### src/rtl/cpu_isa_pkg.sv
// Shared ISA definitions for the 10-bit core: opcodes, function bits, field
// positions, descriptor op enum and loader status codes.
package cpu_isa_pkg;

    localparam int ISA_W  = 10;
    localparam int OP_MSB = 9;
    localparam int OP_LSB = 7;
    localparam int RA_MSB = 6;
    localparam int RA_LSB = 4;
    localparam int RB_MSB = 3;
    localparam int RB_LSB = 1;
    localparam int FN_BIT = 0;

    localparam logic [2:0] OPC_ALU  = 3'b000;
    localparam logic [2:0] OPC_MEM  = 3'b001;
    localparam logic [2:0] OPC_BR   = 3'b010;
    localparam logic [2:0] OPC_LOG  = 3'b011;
    localparam logic [2:0] OPC_LUHW = 3'b100;
    localparam logic [2:0] OPC_LLHW = 3'b101;
    localparam logic [2:0] OPC_IMM  = 3'b110;
    localparam logic [2:0] OPC_HALT = 3'b111;

    localparam logic FN_ADD  = 1'b0;
    localparam logic FN_SUB  = 1'b1;
    localparam logic FN_LW   = 1'b0;
    localparam logic FN_SW   = 1'b1;
    localparam logic FN_BGE  = 1'b0;
    localparam logic FN_BNE  = 1'b1;
    localparam logic FN_NOR  = 1'b0;
    localparam logic FN_SHL  = 1'b1;
    localparam logic FN_ADDI = 1'b0;
    localparam logic FN_J    = 1'b1;

    typedef enum logic [3:0] {
        D_ADD  = 4'd0,
        D_SUB  = 4'd1,
        D_LW   = 4'd2,
        D_SW   = 4'd3,
        D_BGE  = 4'd4,
        D_BNE  = 4'd5,
        D_NOR  = 4'd6,
        D_SHL  = 4'd7,
        D_LUHW = 4'd8,
        D_LLHW = 4'd9,
        D_ADDI = 4'd10,
        D_J    = 4'd11,
        D_HALT = 4'd12
    } desc_op_e;

    typedef enum logic [1:0] {
        ERR_NONE       = 2'b00,
        ERR_ILLEGAL_OP = 2'b01,
        ERR_BAD_REG    = 2'b10,
        ERR_OVERFLOW   = 2'b11
    } err_code_e;

    typedef enum logic [1:0] {
        S_IDLE,
        S_LOAD,
        S_DONE,
        S_ERR
    } load_state_e;

    // Register-register format shared by all eight two-operand instructions.
    function automatic logic [ISA_W-1:0] pack_rr(input logic [2:0] opc,
                                                 input logic [2:0] ra,
                                                 input logic [2:0] rb,
                                                 input logic       fn);
        logic [ISA_W-1:0] w;
        w                 = '0;
        w[OP_MSB:OP_LSB]  = opc;
        w[RA_MSB:RA_LSB]  = ra;
        w[RB_MSB:RB_LSB]  = rb;
        w[FN_BIT]         = fn;
        return w;
    endfunction

endpackage

### src/rtl/isa_encoder.sv
// Combinational descriptor-to-ISA-word encoder; flags unknown ops and
// out-of-range register fields for the half-word load forms.
module isa_encoder
    import cpu_isa_pkg::*;
(
    input  logic [3:0]       i_op,
    input  logic [2:0]       i_ra,
    input  logic [2:0]       i_rb,
    input  logic [4:0]       i_imm,
    output logic [ISA_W-1:0] o_word,
    output logic             o_illegal,
    output logic             o_bad_reg,
    output logic             o_is_halt
);

    // NOTE: every output gets a default before the case, so no path can
    // leave one unassigned and infer a latch.
    always_comb begin
        o_word    = '0;
        o_illegal = 1'b0;
        o_bad_reg = 1'b0;
        o_is_halt = 1'b0;
        case (i_op)
            D_ADD:  o_word = pack_rr(OPC_ALU, i_ra, i_rb, FN_ADD);
            D_SUB:  o_word = pack_rr(OPC_ALU, i_ra, i_rb, FN_SUB);
            D_LW:   o_word = pack_rr(OPC_MEM, i_ra, i_rb, FN_LW);
            D_SW:   o_word = pack_rr(OPC_MEM, i_ra, i_rb, FN_SW);
            D_BGE:  o_word = pack_rr(OPC_BR,  i_ra, i_rb, FN_BGE);
            D_BNE:  o_word = pack_rr(OPC_BR,  i_ra, i_rb, FN_BNE);
            D_NOR:  o_word = pack_rr(OPC_LOG, i_ra, i_rb, FN_NOR);
            D_SHL:  o_word = pack_rr(OPC_LOG, i_ra, i_rb, FN_SHL);
            // Half-word loads only address r0..r3 through a 2-bit field.
            D_LUHW: begin
                o_word    = {OPC_LUHW, i_ra[1:0], i_imm};
                o_bad_reg = i_ra[2];
            end
            D_LLHW: begin
                o_word    = {OPC_LLHW, i_ra[1:0], i_imm};
                o_bad_reg = i_ra[2];
            end
            D_ADDI: o_word = {OPC_IMM, i_ra, i_imm[2:0], FN_ADDI};
            D_J:    o_word = {OPC_IMM, 6'b000000, FN_J};
            D_HALT: begin
                o_word    = {OPC_HALT, 7'b0000000};
                o_is_halt = 1'b1;
            end
            default: o_illegal = 1'b1;
        endcase
    end

endmodule

### src/rtl/prog_loader_encoder.sv
// Streams symbolic instruction descriptors into instruction memory, one
// encoded word per accepted descriptor, stopping on HALT, error or overflow.
module prog_loader_encoder
    import cpu_isa_pkg::*;
#(
    parameter int ADDR_W = 8,
    parameter int DEPTH  = 256
) (
    input  logic              clk,
    input  logic              rst_n,
    input  logic              start,
    input  logic              in_valid,
    output logic              in_ready,
    input  logic [3:0]        in_op,
    input  logic [2:0]        in_ra,
    input  logic [2:0]        in_rb,
    input  logic [4:0]        in_imm,
    output logic              imem_we,
    output logic [ADDR_W-1:0] imem_addr,
    output logic [ISA_W-1:0]  imem_wdata,
    output logic [ADDR_W:0]   count,
    output logic              done,
    output logic              error,
    output logic [1:0]        err_code
);

    localparam logic [ADDR_W-1:0] LAST_ADDR = ADDR_W'(DEPTH - 1);

    load_state_e       r_state;
    load_state_e       w_next_state;
    logic [ADDR_W-1:0] r_ptr;
    logic [ADDR_W:0]   r_count;
    logic              r_we;
    logic [ADDR_W-1:0] r_addr;
    logic [ISA_W-1:0]  r_wdata;
    logic              r_done;
    logic              r_error;
    err_code_e         r_err_code;

    logic [ISA_W-1:0]  w_word;
    logic              w_illegal;
    logic              w_bad_reg;
    logic              w_is_halt;
    logic              w_accept;
    logic              w_last;

    isa_encoder u_isa_encoder (
        .i_op      (in_op),
        .i_ra      (in_ra),
        .i_rb      (in_rb),
        .i_imm     (in_imm),
        .o_word    (w_word),
        .o_illegal (w_illegal),
        .o_bad_reg (w_bad_reg),
        .o_is_halt (w_is_halt)
    );

    // start overrides a same-cycle handshake, dropping that descriptor.
    assign w_accept = in_valid & in_ready & ~start;
    assign w_last   = (r_ptr == LAST_ADDR);

    always_ff @(posedge clk or negedge rst_n) begin
        if (!rst_n) begin
            r_state <= S_IDLE;
        end else begin
            r_state <= w_next_state;
        end
    end

    always_comb begin
        w_next_state = r_state;
        in_ready     = (r_state == S_LOAD);
        if (start) begin
            w_next_state = S_LOAD;
        end else if (r_state == S_LOAD && w_accept) begin
            if (w_illegal || w_bad_reg) begin
                w_next_state = S_ERR;
            end else if (w_is_halt) begin
                w_next_state = S_DONE;
            end else if (w_last) begin
                w_next_state = S_ERR;
            end
        end
    end

    // NOTE: sequential state uses non-blocking assignments only, so every
    // register samples pre-edge values regardless of statement order.
    always_ff @(posedge clk or negedge rst_n) begin
        if (!rst_n) begin
            r_ptr      <= '0;
            r_count    <= '0;
            r_we       <= 1'b0;
            r_addr     <= '0;
            r_wdata    <= '0;
            r_done     <= 1'b0;
            r_error    <= 1'b0;
            r_err_code <= ERR_NONE;
        end else begin
            r_we <= 1'b0;
            if (start) begin
                r_ptr      <= '0;
                r_count    <= '0;
                r_done     <= 1'b0;
                r_error    <= 1'b0;
                r_err_code <= ERR_NONE;
            end else if (w_accept) begin
                if (w_illegal) begin
                    r_error    <= 1'b1;
                    r_err_code <= ERR_ILLEGAL_OP;
                end else if (w_bad_reg) begin
                    r_error    <= 1'b1;
                    r_err_code <= ERR_BAD_REG;
                end else begin
                    r_we    <= 1'b1;
                    r_addr  <= r_ptr;
                    r_wdata <= w_word;
                    r_ptr   <= r_ptr + ADDR_W'(1);
                    r_count <= r_count + (ADDR_W + 1)'(1);
                    if (w_is_halt) begin
                        r_done <= 1'b1;
                    end else if (w_last) begin
                        r_error    <= 1'b1;
                        r_err_code <= ERR_OVERFLOW;
                    end
                end
            end
        end
    end

    assign imem_we    = r_we;
    assign imem_addr  = r_addr;
    assign imem_wdata = r_wdata;
    assign count      = r_count;
    assign done       = r_done;
    assign error      = r_error;
    assign err_code   = r_err_code;

endmodule

### config.mk
export PLATFORM = sky130hd
export DESIGN_NAME = prog_loader_encoder
export DESIGN_NICKNAME = d
export VERILOG_FILES = /design/src/rtl/cpu_isa_pkg.sv /design/src/rtl/isa_encoder.sv /design/src/rtl/prog_loader_encoder.sv
export SDC_FILE = /design/constraint.sdc
export NUM_CORES = 1
export LEC_CHECK = 0
export CORE_MARGIN = 2
export CORE_UTILIZATION = 45
export CTS_CLUSTER_DIAMETER = 50
export DETAILED_ROUTE_END_ITERATION = 7
export PLACE_DENSITY_LB_ADDON = 0.15
export SLEW_MARGIN = 10
export SYNTH_ARGS = -nofsm -noshare
export SYNTH_HDL_FRONTEND = slang
export SYNTH_HIERARCHICAL = 1
export SYNTH_SLANG_ARGS = --single-unit
### constraint.sdc
create_clock -name clk -period 1.6 [get_ports clk]
set_input_delay 0.16 -clock clk [delete_from_list [all_inputs] [get_ports clk]]
set_output_delay 0.16 -clock clk [all_outputs]
set_load 0.1 [all_outputs]
# Word-level counts from Yosys, hierarchy flattened
# Cells that the tools add are included.
# Widths: inputs -> output; s select.
dict set report op_classes {
  n_eq_ne 17
  order_cmp 0
  reduce_logical 15
  mul 0
  mux 37
  bitwise_logic 4
  div 0
  add_sub_neg 2
  shift 0
}
# operator count
set ops {}
lappend ops {{$pmux 10 s13} 1}
lappend ops {{$mux 9} 4}
lappend ops {{$mux 8} 4}
lappend ops {{$eq 4x4->1 const B} 5}
lappend ops {{$mux 2} 10}
lappend ops {{$mux 1} 18}
lappend ops {{$eq 4x3->1 const B} 4}
lappend ops {{$reduce_or 13->1} 1}
lappend ops {{$add 9x1->9 const B} 1}
lappend ops {{$add 8x1->8 const B} 1}
lappend ops {{$eq 4x2->1 const B} 2}
lappend ops {{$eq 8x8->1 const B} 1}
lappend ops {{$reduce_and 4->1} 2}
lappend ops {{$reduce_bool 2->1} 4}
lappend ops {{$reduce_and 3->1} 2}
lappend ops {{$eq 4x1->1 const B} 1}
lappend ops {{$logic_not 4->1} 1}
lappend ops {{$ne 4x1->1 const B} 1}
lappend ops {{$ne 4x4->1 const B} 1}
lappend ops {{$reduce_bool 4->1} 1}
lappend ops {{$and 1x1->1} 2}
lappend ops {{$eq 2x1->1 const B} 1}
lappend ops {{$ne 2x2->1 const B} 1}
lappend ops {{$not 1->1} 2}
lappend ops {{4 further kinds} 4}
dict set report word_totals {
  mem_count 0
  mem_bits_rw 0
  rom_bits 0
  regBits 42
  input_bits 19
  latch_bits 0
  wordCells 84
  out_inout_bits 33
}

# Logic depth before layout (Yosys ltp)
dict set report logic_depth {
  depth_word 7
  depth_mapped 8
  mapped_depth_nobuf 5
}

# Cells and area by module
# The synthesis kept the hierarchy.
# module area_per_inst_um2 seq_area_each_um2 cells_each n_inst
set by_module_without_submodules {}
lappend by_module_without_submodules {prog_loader_encoder 1978.1 1051.0 169 1}
lappend by_module_without_submodules {isa_encoder 267.8 0.0 41 1}

# Worst setup path before layout
# Ideal clock, no wire load.
dict set report synth_path {
  path_kind {flip-flop to flip-flop}
  from {register r_count[0] (netlist: count[0])}
  to {register r_count[8] (netlist: count[8])}
  required_time_ns 1.475
  arrival_time_ns 2.043
  slack_ns -0.567
  path_buffers 0
  path_stages_with_launch 5
  path_cell_list {dfrtp_1 ha_1 nand4bb_1 nor4_1 mux2_2}
}
dict set report synth_between {
  elab_chain_len 5
}
# item line_no
set synth_lines {}
lappend synth_lines {{start, declared} prog_loader_encoder.sv:32} ;# logic [ADDR_W:0] r_count;
lappend synth_lines {{start signal, assigned} prog_loader_encoder.sv:118} ;# r_count <= r_count + (ADDR_W + 1)'(1);
lappend synth_lines {{$add 9x1->9} prog_loader_encoder.sv:118}
lappend synth_lines {{$mux 9} prog_loader_encoder.sv:110} ;# end else if (w_bad_reg) begin
lappend synth_lines {{$mux 9} prog_loader_encoder.sv:107} ;# if (w_illegal) begin
lappend synth_lines {{$mux 9} prog_loader_encoder.sv:106} ;# end else if (w_accept) begin
lappend synth_lines {{$mux 9} prog_loader_encoder.sv:100} ;# if (start) begin
# No other way between the ends. The select of a mux whose other input is x is not followed.
# A chain may end at the register's enable or synchronous reset.

# Worst setup path in the final report
dict set report layout_path {
  from {input in_op[1]}
  to {register r_wdata[6] (netlist: imem_wdata[6])}
}
dict set report layout_between {
  elab_chain_len 5
  word_cells_on_any_way 19
}
# item line_no
set layout_lines {}
lappend layout_lines {{start, declared} prog_loader_encoder.sv:14} ;# input logic [3:0] in_op,
lappend layout_lines {{$eq 4x4->1} isa_encoder.sv:23} ;# case (i_op)
lappend layout_lines {{$reduce_or 2->1 (no source line)} --}
lappend layout_lines {{$mux 1} isa_encoder.sv:23}
lappend layout_lines {{$not 1->1 (no source line)} --}
lappend layout_lines {{$reduce_and 4->1 (no source line)} --}
lappend layout_lines {{end signal, assigned} prog_loader_encoder.sv:116} ;# r_wdata <= w_word;
lappend layout_lines {{end, declared} prog_loader_encoder.sv:35} ;# logic [ISA_W-1:0] r_wdata;
# Parallel ways exist; a longest one is shown, timed or not.

==> reports/qor.yml <==
drt-initial-drc-count: 110
cp-start-kind: "primary input"
grt_max_degree: 29
slowest_delay_ns: 0.39
p_leak_nw: 1.60
clk_path_buf_depth: 2
postSynth.asyncResetShare_pct: 100
worstPathCellList: "dlygate4sd2_1 > nor2_2 > nor2_2 > or2_1 > or3_4 > buf_4 > mux2_2"
synthCells: 210
areaGrowthSynthToFinish_pct: 61.9
ant_nets: 0
clk_pin_slew_ns: 0.08
ios: 52
antenna_cells: 0
maxCapViolations: 0
synth_seq_cells: 42
die_h_um: 74.6
dp.final_hpwl_um: 4260
critical_path_arrival_ns: 1.75
hold_class: "in2async"
dp.cells: 357
clk_latency_ns: 0.30
avgViaCountPerCell: 5.39
crit_path_top_delay_cell: "or3_4"
synth_cell_types: 45
grt_pass1_wl_um: 9660
yosys_warnings: 6
final_util_pct: 76.5
crit_path_frequent_cell: "nor2_2"
gp_congestion: 0.883
relSlewSlack_pct: 64.9
yosys_most_used_dff: "dfrtp_1"
rsz0062_at_grt: "true"
fin_crit_ns: 1.57
clkSinkCount: 42
wl_per_cell_um: 15.2
portBuffers: 51
ys_seq_area_share_pct: 46.8
power_density_nw_per_um2: 895
fin_total_pwr_mw: 3.25
die_x_um: 74.6
seqCellArea_um2: 1070
avgSynthCellArea_um2: 10.7
grt_usage_pct: 23.1
clock-root-buffer: "clkbuf_8"
final_layout_size_suffix_gt1_share_pct: 43.6
detail_route.first_pass.iterations: 4
cts_tree: "built"
start_util_pct: 47.2
final_cells: 370
setup_viol_count_final: 0
die-area_um2: 5570
numCtsBuffers: 5
placementRows: 25
hold_viol_final: 0
cp-end-kind: "flip-flop"
multiInputGateArea_um2: 1150
fin_worst_skew_ns: 0.00947
required_ns: 1.78
fin_crit_sh_pct: 98.0
max_freq_mhz: 638
synth_nets: 231
crit_fanout: 5
peakVddDrop_uv: 700
drc: 0
ctsHtreeMaxLevel: 2
outcome: "finished, final reports clean"
vias: 1996
n_fill_cell: 329
first_global_vias: 2038
core_region_area_um2: 4750
grt-ovfl-total: 0
slew_violations: 0
antenna_found_initial: 0
synth_area_um2: 2250
finalWirelength_um: 5610
nets: 323
crit_type: "in2reg"
synth_edf_count: 0
tightest_slew_ns: 0.526
[placed cells by master (no fill, tap or decap), types with 8 or more instances in the layout]
cell              n
a21oi_1          14
nor2_1           14
o21ai_0          11
buf_12           34
nor2b_1           8
buf_4            43
mux2_4            9
mux2_2           14
dfrtp_1          35
nand3_1          11
clkdlybuf4s50_1  11
[report_power, final]
part | leakage, nW | switching (mW) | total (mW) | internal (mW)
registers | 0.551 | 0.0884 | 1.23 | 1.14
clock network | 0.0482 | 0.353 | 0.701 | 0.348
logic | 0.998 | 0.796 | 1.32 | 0.524
[cell type report]
type,instances,share of cell area [%]
clock inverter,1,0.138
timing repair buffer,97,33.4
inverter,7,0.723
multi-input combinational,149,31.7
clock buffer,7,2.37
tap,67,2.31
sequential,42,29.4
[repair_timing]
action / 4_1_cts / 5_1_grt
endpoints found under the hold margin: 20 / 0
setup buffers: 1 / 2
pin swaps: 3 / 2
resized for setup: 12 / 3
hold buffers: 1 / 0
endpoints found under the setup margin: 31 / 22
gates cloned: 1 / 0
[path summary, 6_finish.rpt]
check	from	to	slack, ns	cells after the start
worst min-delay path	rst_n	imem_wdata[8]	0.38	2
worst min register to register	imem_wdata[4]	imem_wdata[4]	0.58	1
worst max register to register	r_state[1]	imem_wdata[6]	0.05	4
max in group asynchronous	rst_n	imem_wdata[0]	0.64	3
worst max-delay path	in_op[1]	imem_wdata[6]	0.03	7
min in group clk	in_valid	r_state[1]	0.39	4
[per-stage QoR]
step	setup TNS (ns)	hold slack, ns	instance area, µm²	setup WS [ns]
global route	-0.0216	0.421	3640	-0.0216
floorplan	-0.848	-0.136	2300	-0.105
global placement	-15.36	0.163	3460	-0.489
detailed placement	-16.89	0.168	3460	-0.505
finish	0	0.376	3640	0.0323
CTS	0	0.377	3610	0.000233
[sequential cells by signal, indices dropped and copies added, names as in the netlist]
| signal | count |
|---|---|
| imem_wdata | 10 |
| count | 9 |
| imem_addr | 8 |
| r_ptr | 8 |
| err_code | 2 |
| r_state | 2 |
| done | 1 |
| error | 1 |
| imem_we | 1 |
[cell usage after synthesis, types with 2 or more instances]
cell | n | share of area [%]
or3_1 | 6 | 1.7
nand2b_4 | 2 | 1.2
a21oi_1 | 14 | 3.1
ha_1 | 2 | 1.1
nor2b_1 | 9 | 2.5
o311ai_0 | 2 | 0.78
nand2b_1 | 4 | 1.1
dfrtp_1 | 42 | 47
nand2_1 | 7 | 1.2
inv_1 | 7 | 1.2
nand3_1 | 11 | 2.5
a221o_1 | 3 | 1.3
o31ai_1 | 6 | 2.0
nor4_1 | 3 | 0.84
nor3_1 | 2 | 0.45
nand4_1 | 2 | 0.56
mux2_4 | 9 | 6.0
o21ai_0 | 11 | 2.5
buf_4 | 2 | 0.67
nor2_1 | 16 | 2.7
clkbuf_1 | 5 | 0.84
nand4b_1 | 2 | 0.78
buf_1 | 2 | 0.33
nand4bb_1 | 2 | 1.0
or4_1 | 6 | 2.0
mux2_2 | 14 | 7.0
[layer usage]
layer / track usage (%) / routed length, µm
met5: 0 / 0
met4: 8.93 / 127
met2: 37.5 / 2770
met3: 4.69 / 203
met1: 30.7 / 2510
[critical path: cells and delay by family]
kind	cells	cell delay, ns
multiplexers	1	0.28
AND/OR/NAND/NOR	4	0.83
buffers and inverters	2	0.48
[kinds of logic after synthesis]
| logic type | share of synthesized area, % |
|---|---|
| flip-flops | 46.8 |
| adder cells (fa/ha/maj) | 1.11 |
| XOR/XNOR | 0.390 |
| AND/OR/NAND/NOR | 21.6 |
| AO/OA/AOI/OAI | 12.4 |
| multiplexers | 13.0 |
| buffers and inverters | 4.62 |
Note: power is estimated with default switching activity, not from simulation.
